--- config.mk ---
export PLATFORM = sky130hd
export DESIGN_NAME = uart_tx_serializer_flat
export DESIGN_NICKNAME = d
export VERILOG_FILES = /design/src/rtl/uart_pkg.sv /design/src/rtl/uart_tx_serializer_if.sv /design/src/rtl/uart_baud_tick.sv /design/src/rtl/uart_tx_serializer.sv /design/src/flat_wrapper.sv
export SDC_FILE = /design/constraint.sdc
export NUM_CORES = 1
export LEC_CHECK = 0
export CORE_ASPECT_RATIO = 0.9
export CORE_MARGIN = 2
export CORE_UTILIZATION = 55
export CTS_BUF_LIST = sky130_fd_sc_hd__clkbuf_16
export DETAILED_ROUTE_END_ITERATION = 8
export PLACE_DENSITY = 0.91
export SLEW_MARGIN = 40
export SYNTH_ARGS = -nofsm -noshare
export SYNTH_HDL_FRONTEND = slang
export SYNTH_HIERARCHICAL = 1
export SYNTH_SLANG_ARGS = --single-unit
--- constraint.sdc ---
create_clock -name clock -period 4.5 [get_ports clock]
set_input_delay 0.45 -clock clock [delete_from_list [all_inputs] [get_ports clock]]
set_output_delay 0.45 -clock clock [all_outputs]
set_load 0.05 [all_outputs]
--- src/rtl/uart_pkg.sv ---
// Constants and FSM encodings shared by the UART transmit and receive paths.
package uart_pkg;
   localparam int CLKS_PER_BIT_DFLT = 18;
   localparam int DATA_BITS_DFLT    = 8;

   typedef enum logic [1:0] {
      IDLE  = 2'd0,
      START = 2'd1,
      DATA  = 2'd2,
      STOP  = 2'd3
   } uart_state_e;

   localparam logic LINE_IDLE = 1'b1;
   localparam logic START_LVL = 1'b0;
   localparam logic STOP_LVL  = 1'b1;
endpackage

--- src/rtl/uart_tx_serializer_if.sv ---
// Byte handshake from the producer plus serial line and status from the transmitter.
interface uart_tx_serializer_if;
   logic [7:0] tx_data;
   logic       tx_valid;
   logic       tx_ready;
   logic       transmit;
   logic       busy;

   modport master (output tx_data, tx_valid, input tx_ready, transmit, busy);
   modport slave  (input tx_data, tx_valid, output tx_ready, transmit, busy);
endinterface

--- src/rtl/uart_baud_tick.sv ---
// Bit-period counter: pulses bit_end_o on the last cycle of each CLKS_PER_BIT window.
module uart_baud_tick
   import uart_pkg::*;
#(
   parameter int CLKS_PER_BIT = CLKS_PER_BIT_DFLT
) (
   input  logic clock,
   input  logic clear,
   input  logic en_i,
   output logic bit_end_o
);
   localparam int            CW   = (CLKS_PER_BIT > 1) ? $clog2(CLKS_PER_BIT) : 1;
   localparam logic [CW-1:0] LAST = CW'(CLKS_PER_BIT - 1);

   logic [CW-1:0] cnt_q, cnt_d;

   // Disabled means parked at zero, so the first enabled cycle is a full bit.
   always_comb begin
      cnt_d = '0;
      if (en_i && (cnt_q != LAST)) cnt_d = cnt_q + CW'(1);
   end

   always_ff @(posedge clock or posedge clear) begin
      if (clear) cnt_q <= '0;
      else       cnt_q <= cnt_d;
   end

   assign bit_end_o = en_i && (cnt_q == LAST);
endmodule

--- src/rtl/uart_tx_serializer.sv ---
// 8N1 UART transmitter: one byte per valid/ready handshake, registered serial output.
//   state | meaning
//   IDLE  | line high, ready for a byte
//   START | start bit (low) for one bit period
//   DATA  | shift[0] on the line, LSB first, 8 bit periods
//   STOP  | stop bit (high) for one bit period
module uart_tx_serializer
   import uart_pkg::*;
#(
   parameter int CLKS_PER_BIT = CLKS_PER_BIT_DFLT,
   parameter int DATA_BITS    = DATA_BITS_DFLT
) (
   input  logic                 clock,
   input  logic                 clear,
   uart_tx_serializer_if.slave  txif
);
   uart_state_e          state_q, state_d;
   logic [DATA_BITS-1:0] shift_q, shift_d;
   logic [2:0]           bit_idx_q, bit_idx_d;
   logic                 tx_q, tx_d;
   logic                 busy_q, busy_d;
   logic                 ready_q, ready_d;
   logic                 bit_end;

   uart_baud_tick #(.CLKS_PER_BIT(CLKS_PER_BIT)) u_baud (
      .clock     (clock),
      .clear     (clear),
      .en_i      (state_q != IDLE),
      .bit_end_o (bit_end)
   );

   always_comb begin
      state_d   = state_q;
      shift_d   = shift_q;
      bit_idx_d = bit_idx_q;
      case (state_q)
         IDLE: begin
            if (txif.tx_valid && ready_q) begin
               shift_d = txif.tx_data;
               state_d = START;
            end
         end
         START: begin
            if (bit_end) begin
               state_d   = DATA;
               bit_idx_d = '0;
            end
         end
         DATA: begin
            if (bit_end) begin
               shift_d   = shift_q >> 1;
               bit_idx_d = bit_idx_q + 3'd1;
               if (bit_idx_q == 3'(DATA_BITS - 1)) state_d = STOP;
            end
         end
         STOP: begin
            if (bit_end) state_d = IDLE;
         end
         default: state_d = IDLE;
      endcase

      // Line level is derived from the next state so transmit stays a pure flop output.
      tx_d = LINE_IDLE;
      case (state_d)
         START:   tx_d = START_LVL;
         DATA:    tx_d = shift_d[0];
         STOP:    tx_d = STOP_LVL;
         default: tx_d = LINE_IDLE;
      endcase
      busy_d  = (state_d != IDLE);
      ready_d = (state_d == IDLE);
   end

   always_ff @(posedge clock or posedge clear) begin
      if (clear) begin
         state_q   <= IDLE;
         shift_q   <= '0;
         bit_idx_q <= '0;
         tx_q      <= LINE_IDLE;
         busy_q    <= 1'b0;
         ready_q   <= 1'b0;
      end else begin
         state_q   <= state_d;
         shift_q   <= shift_d;
         bit_idx_q <= bit_idx_d;
         tx_q      <= tx_d;
         busy_q    <= busy_d;
         ready_q   <= ready_d;
      end
   end

   assign txif.transmit = tx_q;
   assign txif.busy     = busy_q;
   assign txif.tx_ready = ready_q;
endmodule

--- src/flat_wrapper.sv ---
// flat-port wrapper written by rule: the top's interface ports become plain ports
module uart_tx_serializer_flat import uart_pkg::*;
#(
   parameter int CLKS_PER_BIT = CLKS_PER_BIT_DFLT,
   parameter int DATA_BITS    = DATA_BITS_DFLT
)
  (clock, clear, txif_tx_data, txif_tx_valid, txif_tx_ready, txif_transmit, txif_busy);
  uart_tx_serializer_if txif_i ();
  input  logic clock;
  input  logic clear;
  input wire logic [$bits(txif_i.tx_data)-1:0] txif_tx_data;
  input wire logic [$bits(txif_i.tx_valid)-1:0] txif_tx_valid;
  output wire logic [$bits(txif_i.tx_ready)-1:0] txif_tx_ready;
  output wire logic [$bits(txif_i.transmit)-1:0] txif_transmit;
  output wire logic [$bits(txif_i.busy)-1:0] txif_busy;
  assign txif_i.tx_data = txif_tx_data;
  assign txif_i.tx_valid = txif_tx_valid;
  assign txif_tx_ready = txif_i.tx_ready;
  assign txif_transmit = txif_i.transmit;
  assign txif_busy = txif_i.busy;
  uart_tx_serializer #(.CLKS_PER_BIT(CLKS_PER_BIT), .DATA_BITS(DATA_BITS)) u_core (.clock(clock), .clear(clear), .txif(txif_i));
endmodule
==> impl_metrics.py <==
metrics = {
    "worst_setup_path": {
        "crit_type": "register to register",
        "cp-startpoint": "u_core/state_q[1]$_DFF_PP0_",
        "r2r-start": "u_core/state_q[1]$_DFF_PP0_",
        "max_stage_delay_ns": 0.53,
        "worst_path_max_delay_cell": "dfrtp_1",
        "critPathCaptureType": "register",
        "startpoint_type": "register",
        "path_max_fanout": 11,
        "cp.required_ns": 4.64,
        "cp_cell_sequence": "or2_1 -> nor3b_2 -> and3b_1 -> nor2_4 -> a21o_1",
        "arrival_ns": 2.39,
    },
    "yosys": {
        "netlist_area_sq_um": 1070,
        "async_flop_share_pct": 100,
        "synth_cells": 95,
        "yosysSeqAreaShare_pct": 49.2,
        "synth.top_cell.area_share_pct": 46.8,
        "syn-num-nets": 110,
        "yosysWarnings": 6,
        "synth_edf_count": 0,
        "synth_flop_cell": "dfrtp_1",
        "ys_top_cells_by_area": "dfrtp_1 47%, a22o_1 9.8%, ha_1 4.7%, a21o_1 4.2%, buf_6 3.2%",
        "yosys.cell_types.count": 35,
        "ys_ff_latch": 21,
        "avgSynthCellArea_sq_um": 11.3,
        "yosysTopAreaCell": "dfrtp_1",
    },
    "global_route": {
        "met2_usage_pct": 29.5,
        "grt_max_degree": 17,
        "use_met1_pct": 24.1,
        "use_met3_pct": 4.61,
        "grt_busiest_layer": "met2",
        "grt_overflow": 0,
        "antenna_found_initial": 0,
        "grtUsageTotal_pct": 19.2,
        "grt_pass1_wl_um": 3190,
        "first_global_vias": 724,
    },
    "sta": {
        "period_needed_ns": 2.25,
        "tightestPinTransition_ns": 0.590,
        "fin_skew_ns": 0.00106,
        "rsz0062_at_grt": "false",
        "max_freq_mhz": 445,
        "fin_setup_tns_ns": 0,
        "drv_slew": 0,
        "setup_viol": 0,
        "slew_headroom_pct": 60.6,
        "hold_violations": 0,
        "worst_slack_ns": 2.25,
        "fin_crit_sh_pct": 49.9,
    },
    "clocking": {
        "cts_setup_buffers": 0,
        "cts_resized": 0,
        "cts.sinks": 21,
        "clkTransAtPathRegs_ns": 0.05,
        "cts_tree": "yes",
        "cts-buffers-inserted": 3,
        "clockBufferDepth": 2,
        "clock_latency_ns": 0.25,
        "cts_hold_buf": 0,
        "clockRootBuffer": "clkbuf_16",
        "htree_levels": 1,
    },
    "route": {
        "vias": 779,
        "wl_um": 1930,
        "drtPass1Iterations": 4,
        "drc": 0,
        "ant_nets": 0,
        "drt_iter0_markers": 9,
        "detail_route.wl_per_cell_um": 14.7,
        "viasPerCell": 5.95,
    },
    "cells_and_area": {
        "fin_nets": 122,
        "n_antenna_cell": 0,
        "drive_gt1_share_pct": 10.4,
        "syn_to_final_growth_pct": 18.4,
        "final_area_sq_um": 1270,
    },
    "power": {
        "ir_drop_mv": 0.347,
        "p_leak_nw": 0.593,
        "total_power_mw": 0.692,
        "power_density_nw_per_um2": 546,
    },
    "floorplanning": {
        "io_pins": 14,
        "dieArea_sq_um": 2310,
        "rows": 15,
        "initial_core_util_pct": 57.0,
        "die_h_um": 45.8,
        "die_w_um": 50.5,
        "core_sq_um": 1880,
    },
    "flow_run": {
        "max-cap-violations": 0,
    },
    "placed_design": {
        "port_buffers": 13,
        "place_congestion": 0.775,
        "dp.final_hpwl_um": 1330,
        "place_ws_ns": 2.07,
        "place_area_sq_um": 1180,
    },
    "worst_hold_path": {
        "hold_class": "input pin to asynchronous set/reset pin",
    },
    "run_status": {
        "status": "completed",
    },
}
==> sequential cells by signal, indices dropped and copies added, names as in the netlist <==
register	cells
u_core/bit_idx_q	3
u_core/shift_q	8
u_core/state_q	2
u_core/txif.busy	1
u_core/txif.transmit	1
u_core/txif.tx_ready	1
u_core/u_baud/cnt_q	5
==> placed cells by master (no fill, tap or decap), types with 2 or more instances in the layout <==
| master | Yosys | routed |
|---|---|---|
| inv_1 | 5 | 6 |
| nand2b_1 | 3 | 3 |
| nand3b_1 | 2 | 2 |
| ha_1 | 4 | 4 |
| clkdlybuf4s50_1 | 0 | 13 |
| dfrtp_1 | 20 | 20 |
| a22o_1 | 12 | 12 |
| nand2_1 | 4 | 4 |
| xnor2_1 | 2 | 2 |
| o21ai_0 | 3 | 3 |
| clkbuf_16 | 0 | 3 |
| a21oi_1 | 3 | 3 |
| a21o_1 | 6 | 6 |
| nand3_1 | 2 | 2 |
| nor2_1 | 3 | 3 |
==> logic make-up (layout without fill, tap and decap cells) <==
logic type,after synthesis,in the layout,share of synthesized area (%)
buffers and inverters,12,23,6.67
AOI/OAI and AO/OA,32,32,23.7
DFF,21,21,49.2
and+or+nand+nor,24,24,14.0
adders and majority gates,4,4,4.68
xor gates and xnor gates,2,2,1.64
==> through the flow <==
stage	hold WS (ns)	instances	util, %
after floorplan	0.229	95	-
after global placement	0.460	127	63.0
after detailed placement	0.465	127	63.0
after CTS	0.433	131	67.2
after global routing	0.475	131	67.5
final	0.426	131	67.5
==> layer usage <==
metal	vias to the layer above	part of all wire [%]
met1	375	47
met5	-	0
met2	27	44
li1	371	-
met3	6	5.9
met4	0	3.0
==> layout make-up <==
class	instances	area [sq um]
timing repair buffer	13	130
fill	139	611
multi-input combinational	62	477
tap	25	31.3
clock buffer	3	75.1
inverter	6	22.5
sequential	21	527
clock inverter	1	3.75
==> power breakdown <==
group          switching (mW)  internal, mW  total (mW)
clock network          0.0629         0.118       0.181
logic                   0.102        0.0965       0.198
registers              0.0597         0.253       0.313
==> critical path, delay by kind of cell, from the launching register on <==
| kind | cells | cell delay, ns |
|---|---|---|
| simple gates | 4 | 1.42 |
| compound gates | 1 | 0.19 |
| flops | 1 | 0.53 |
==> final timing paths <==
kind / cells past startpoint / slack (ns) / end
worst max-delay path: 5 / 2.25 / u_core/shift_q[3]$_DFFE_PP0P_
worst min-delay path: 2 / 0.43 / u_core/u_baud/cnt_q[0]$_DFF_PP0_
worst max register to register: 5 / 2.25 / u_core/shift_q[3]$_DFFE_PP0P_
worst min register to register: 1 / 0.48 / u_core/shift_q[2]$_DFFE_PP0P_
max in group asynchronous: 2 / 3.52 / u_core/bit_idx_q[2]$_DFFE_PP0P_
min in group clock: 1 / 0.48 / u_core/shift_q[2]$_DFFE_PP0P_
==> cell usage after synthesis (2+ instances only) <==
master	instances
ha_1	4
nor2_1	3
a21oi_1	3
buf_6	3
nand2b_1	3
buf_2	3
nand3b_1	2
o21ai_0	3
dfrtp_1	20
nand3_1	2
inv_1	5
xnor2_1	2
a21o_1	6
nand2_1	4
a22o_1	12
Power figures use the tool's default switching activity.
